### src/rtl/multicycle_controller_pkg.sv
// multicycle_controller_pkg: state encoding, opcodes, select encodings and control word
package multicycle_controller_pkg;
    typedef enum logic [3:0] {
        S_FETCH  = 4'd0,
        S_DECODE = 4'd1,
        S_MEMADR = 4'd2,
        S_MEMRD  = 4'd3,
        S_MEMWB  = 4'd4,
        S_MEMWR  = 4'd5,
        S_EXEC   = 4'd6,
        S_ALUWB  = 4'd7,
        S_BRANCH = 4'd8,
        S_ADDIEX = 4'd9,
        S_ADDIWB = 4'd10,
        S_JUMP   = 4'd11
    } state_e;

    localparam logic [5:0] OP_LW    = 6'b100011;
    localparam logic [5:0] OP_SW    = 6'b101011;
    localparam logic [5:0] OP_RTYPE = 6'b000000;
    localparam logic [5:0] OP_BEQ   = 6'b000100;
    localparam logic [5:0] OP_ADDI  = 6'b001000;
    localparam logic [5:0] OP_J     = 6'b000010;

    localparam logic [1:0] ALU_ADD   = 2'b00;
    localparam logic [1:0] ALU_SUB   = 2'b01;
    localparam logic [1:0] ALU_FUNCT = 2'b10;

    localparam logic [1:0] PC_ALU    = 2'b00;
    localparam logic [1:0] PC_ALUOUT = 2'b01;
    localparam logic [1:0] PC_JUMP   = 2'b10;

    localparam logic [1:0] ALUB_REG   = 2'b00;
    localparam logic [1:0] ALUB_FOUR  = 2'b01;
    localparam logic [1:0] ALUB_IMM   = 2'b10;
    localparam logic [1:0] ALUB_SHIFT = 2'b11;

    typedef struct packed {
        logic       pc_write;
        logic       ir_write;
        logic       mem_write;
        logic       reg_write;
        logic       iord;
        logic       reg_dst;
        logic       mem_to_reg;
        logic       alu_src_a;
        logic       branch;
        logic [1:0] alu_src_b;
        logic [1:0] alu_op;
        logic [1:0] pc_src;
    } ctrl_t;
endpackage

### src/rtl/mc_output_decoder.sv
// mc_output_decoder: Moore decode of the registered state into the control word
//   state_i  current FSM state
//   ctrl_o   control word; all zero for illegal state codes
module mc_output_decoder
    import multicycle_controller_pkg::*;
(
    input  state_e state_i,
    output ctrl_t  ctrl_o
);
    always_comb begin
        ctrl_o = '0;
        case (state_i)
            S_FETCH: begin
                ctrl_o.ir_write  = 1'b1;
                ctrl_o.pc_write  = 1'b1;
                ctrl_o.alu_src_b = ALUB_FOUR;
            end
            S_DECODE: ctrl_o.alu_src_b = ALUB_SHIFT;
            S_MEMADR, S_ADDIEX: begin
                ctrl_o.alu_src_a = 1'b1;
                ctrl_o.alu_src_b = ALUB_IMM;
            end
            S_MEMRD: ctrl_o.iord = 1'b1;
            S_MEMWR: begin
                ctrl_o.iord      = 1'b1;
                ctrl_o.mem_write = 1'b1;
            end
            S_MEMWB: begin
                ctrl_o.mem_to_reg = 1'b1;
                ctrl_o.reg_write  = 1'b1;
            end
            S_EXEC: begin
                ctrl_o.alu_src_a = 1'b1;
                ctrl_o.alu_op    = ALU_FUNCT;
            end
            S_ALUWB: begin
                ctrl_o.reg_dst   = 1'b1;
                ctrl_o.reg_write = 1'b1;
            end
            S_ADDIWB: ctrl_o.reg_write = 1'b1;
            S_BRANCH: begin
                ctrl_o.alu_src_a = 1'b1;
                ctrl_o.alu_op    = ALU_SUB;
                ctrl_o.pc_src    = PC_ALUOUT;
                ctrl_o.branch    = 1'b1;
            end
            S_JUMP: begin
                ctrl_o.pc_src   = PC_JUMP;
                ctrl_o.pc_write = 1'b1;
            end
            default: ;
        endcase
    end
endmodule

### src/rtl/multicycle_controller.sv
// multicycle_controller: multicycle MIPS-style control FSM
//   clk, rst           clock and synchronous active-high reset
//   opcode, zero       instruction opcode (sampled in DECODE/MEMADR) and ALU zero flag
//   write enables      pc_write, ir_write, mem_write, reg_write
//   selects            iord, reg_dst, mem_to_reg, alu_src_a, alu_src_b, alu_op, pc_src
//   pc_en, state       PC load enable and debug state
module multicycle_controller
    import multicycle_controller_pkg::*;
(
    input  logic       clk,
    input  logic       rst,
    input  logic [5:0] opcode,
    input  logic       zero,
    output logic       pc_write,
    output logic       ir_write,
    output logic       mem_write,
    output logic       reg_write,
    output logic       iord,
    output logic       reg_dst,
    output logic       mem_to_reg,
    output logic       alu_src_a,
    output logic [1:0] alu_src_b,
    output logic [1:0] alu_op,
    output logic [1:0] pc_src,
    output logic       pc_en,
    output logic [3:0] state
);
    state_e state_q, state_d;
    ctrl_t  ctrl, ctrl_out;

    always_ff @(posedge clk) state_q <= rst ? S_FETCH : state_d;

    always_comb begin
        state_d = S_FETCH;
        case (state_q)
            S_FETCH: state_d = S_DECODE;
            S_DECODE: begin
                case (opcode)
                    OP_LW, OP_SW: state_d = S_MEMADR;
                    OP_RTYPE:     state_d = S_EXEC;
                    OP_BEQ:       state_d = S_BRANCH;
                    OP_ADDI:      state_d = S_ADDIEX;
                    OP_J:         state_d = S_JUMP;
                    default:      state_d = S_FETCH;
                endcase
            end
            S_MEMADR: state_d = (opcode == OP_SW) ? S_MEMWR : S_MEMRD;
            S_MEMRD:  state_d = S_MEMWB;
            S_EXEC:   state_d = S_ALUWB;
            S_ADDIEX: state_d = S_ADDIWB;
            default:  state_d = S_FETCH;
        endcase
    end

    mc_output_decoder u_dec (
        .state_i (state_q),
        .ctrl_o  (ctrl)
    );

    // During reset every enable is killed and the selects park at their FETCH values.
    always_comb begin
        ctrl_out = ctrl;
        if (rst) begin
            ctrl_out = '0;
            ctrl_out.alu_src_b = ALUB_FOUR;
        end
    end

    assign pc_write   = ctrl_out.pc_write;
    assign ir_write   = ctrl_out.ir_write;
    assign mem_write  = ctrl_out.mem_write;
    assign reg_write  = ctrl_out.reg_write;
    assign iord       = ctrl_out.iord;
    assign reg_dst    = ctrl_out.reg_dst;
    assign mem_to_reg = ctrl_out.mem_to_reg;
    assign alu_src_a  = ctrl_out.alu_src_a;
    assign alu_src_b  = ctrl_out.alu_src_b;
    assign alu_op     = ctrl_out.alu_op;
    assign pc_src     = ctrl_out.pc_src;
    assign pc_en      = ctrl_out.pc_write | (ctrl_out.branch & zero);
    assign state      = state_q;
endmodule
### config.mk
export PLATFORM = sky130hd
export DESIGN_NAME = multicycle_controller
export DESIGN_NICKNAME = d
export VERILOG_FILES = /design/src/rtl/multicycle_controller_pkg.sv /design/src/rtl/mc_output_decoder.sv /design/src/rtl/multicycle_controller.sv
export SDC_FILE = /design/constraint.sdc
export NUM_CORES = 1
export LEC_CHECK = 0
export ABC_CLOCK_PERIOD_IN_PS = 1200
export BUFFER_PORTS_ARGS = -buffer_cell sky130_fd_sc_hd__buf_4
export CAP_MARGIN = 20
export CORE_MARGIN = 4
export CORE_UTILIZATION = 38
export CTS_CLUSTER_SIZE = 25
export DETAILED_ROUTE_END_ITERATION = 10
export PLACE_DENSITY = 0.75
export SLEW_MARGIN = 15
export SYNTH_ARGS = -nofsm -noshare
export SYNTH_HDL_FRONTEND = slang
export SYNTH_SLANG_ARGS = --single-unit
### constraint.sdc
create_clock -name clk -period 1.2 [get_ports clk]
set_input_delay 0 -clock clk [delete_from_list [all_inputs] [get_ports clk]]
set_output_delay 0 -clock clk [all_outputs]
set_load 0.02 [all_outputs]
==> results.ini <==
[synthesis]
synth_fp_nets = 80
yosysSeqAreaShare_pct = 16.08
ys.flop_type = dfxtp_1
synth_area_leader_cell = dfxtp_1
ys_ff_latch = 4
synth_top_area_share_pct = 16.08
synth_edf_count = 0
avgSynthCellArea_um2 = 7.014
synth.cell_area_um2 = 498.0
synthDistinctLibCells = 34
yosysWarnings = 0
synth.area.top_cells = dfxtp_1, nor2_1, xor2_1
syn_inst = 71
async_flop_share_pct = 0

[power_and_ir_drop]
vdd_drop_max_uv = 652.5
power.density_nw_per_um2 = 594.3
total_power_mw = 0.5406
leakage_nw = 0.4053

[routing]
drc = 0
wl_per_cell_um = 15.27
drt_first_pass_iters = 6
vias_per_cell = 5.672
via_count = 692
postRouteAntennaNets = 0
wl_mm = 1.863
drtIter0Drc = 19

[placement]
io_buffers = 27
gp_congestion = 0.7809
dpl.cell_count = 115
dpl.hpwl_mm = 1.255
post-place-ws_ps = 21.94

[setup_path]
critPathSlowestCell = or3_1
r2r_setup_slack_ps = 20
startpoint_type = flip-flop
cp_top_family = simple AND/OR/NAND/NOR gates
crit_buf_inv = 1
r2r_end = state[2]
critPathRequiredTime_ps = 1200
rr_startpoint = state[1]
crit_chain = or3_1 > a21oi_2 > buf_4
cp_max_fo = 7
crit_type = reg2out
critPathMaxStageDelay_ps = 390
worstPathArrival_ps = 1270
endpoint_kind = primary output
r2r_cells = 4

[timing]
finalHoldViolCount = 0
setup_viol = 7
skew_ps = 4.303
rsz0062_at_grt = true
period_minus_slack_ps = 1269
finalCritPeriodShare_pct = 105.7
worst_pin_slew_ps = 281.1
final_max_slew_viol_count = 0
fmax_mhz = 788.1
slew_headroom_pct = 81.09
setup_ws_ps = -68.94

[global_route]
antenna_found_initial = 0
grt_pass1_vias = 688
grt_usage_pct = 20.70
grt_pass1_wl_mm = 3.008
grt_max_degree = 10
overflow = 0

[floorplanning]
io_pins = 28
dieArea_um2 = 1954
rows = 12
die_w_um = 44.20
initial_core_util_pct = 42.52
die_h_um = 44.20
core_um2 = 1171

[worst_hold_path]
holdPathStages = 2
min_path_type = in2reg
min_from = rst
worstHoldEndpoint = state[1]

[clock_tree]
cts_buffers = 3
insertion_delay_ps = 240
clk_pin_slew_ps = 30
cts_max_path_buffers = 2
cts_tree = yes
cts.hold.buffers_added = 0
htreeDepth = 1
cts-root-buf = clkbuf_4
cts.sinks = 4

[finish]
drive_above_1_share_pct = 60.19
diodes = 0
nNetsFinal = 119
register_area_um2 = 95.09
multi_input_area_um2 = 444.2
fin_cells = 122
largest_reg_flops = 4
utilization_pct = 77.67
final_common_cell = buf_4
fillCellCount = 82
syn_to_final_growth_pct = 82.66
mostFrequentLayoutCells = buf_4, nor2_1, buf_6

[run_status]
violations = setup timing
status = finished, violations left

[job]
maxCapViolations = 0

## layer usage
metal | share of wire (%) | track usage [%] | up-vias
li1 | - | - | 334
met1 | 45 | 24.22 | 333
met2 | 49 | 36.05 | 23
met3 | 5.2 | 7.724 | 2
met4 | 0.32 | 3.614 | 0
met5 | 0 | 0 | -
## metrics by stage
stage	hold slack, ps	setup TNS (ps)	area [um2]
global placement	248.6	0	779.5
finish	14.49	-282.2	909.6
detailed placement	254.4	0	779.5
floorplan	183.4	0	530.5
global route	34.36	-764.4	909.6
CTS	9.169	-190.3	883.3
## power breakdown
part | switching, mW | internal, mW | leakage, nW
Clock | 0.0590 | 0.112 | 0.0138
Combinational | 0.118 | 0.107 | 0.356
Sequential | 0.0112 | 0.133 | 0.0355
## synth_stat cells, types with 2 or more instances
master and instances:
inv_1 4, nor2_1 11, buf_4 2, nand2b_1 2, nand3_1 3, nand2_1 3
buf_2 2, o21ai_0 2, dfxtp_1 4, nor4_1 2, nor3_1 3, and3_1 3
xor2_1 4, nor3_2 2, a21oi_1 5
## worst max path at each step
| stage | startpoint | endpoint | slack [ps] | depth (start not counted) |
|---|---|---|---|---|
| 3_5_place_dp | state[0] | state[2] | 20 | 4 |
| 2_1_floorplan | state[1] | pc_src[0] | 8 | 3 |
| 3_3_place_gp | state[1] | state[2] | 40 | 4 |
| 4_1_cts | state[0] | pc_write | -60 | 3 |
| 5_1_grt | state[1] | pc_write | -100 | 3 |
| 6_report | state[1] | pc_write | -70 | 3 |
## final cells by class
type	instances	share of cell area [%]
clock buffers	3	2.476
flip-flops and latches	4	10.45
multi-input cells	58	48.83
inverters	4	1.651
well taps	14	1.926
repair buffers	39	34.66
## what timing repair did
item | 4_1_cts | 5_1_grt
buffers inserted | 4 | 0
resized for setup | 16 | 8
pin swaps | 5 | 4
endpoints found under the setup margin | 15 | 16
## worst reg2reg max path: stages (launching register included)
cell	delay, ps
dfxtp_4	370
inv_1	100
a2bb2o_4	210
a22o_1	220
and3_1	170
## cells by family after synthesis
family                    share of synthesized area (%)
and+or+nand+nor                                   40.45
AOI/OAI and AO/OA                                 27.64
buffers and inverters                             8.792
xor gates and xnor gates                          7.034
DFF                                               16.08
Note: power is estimated with default switching activity, not from simulation.
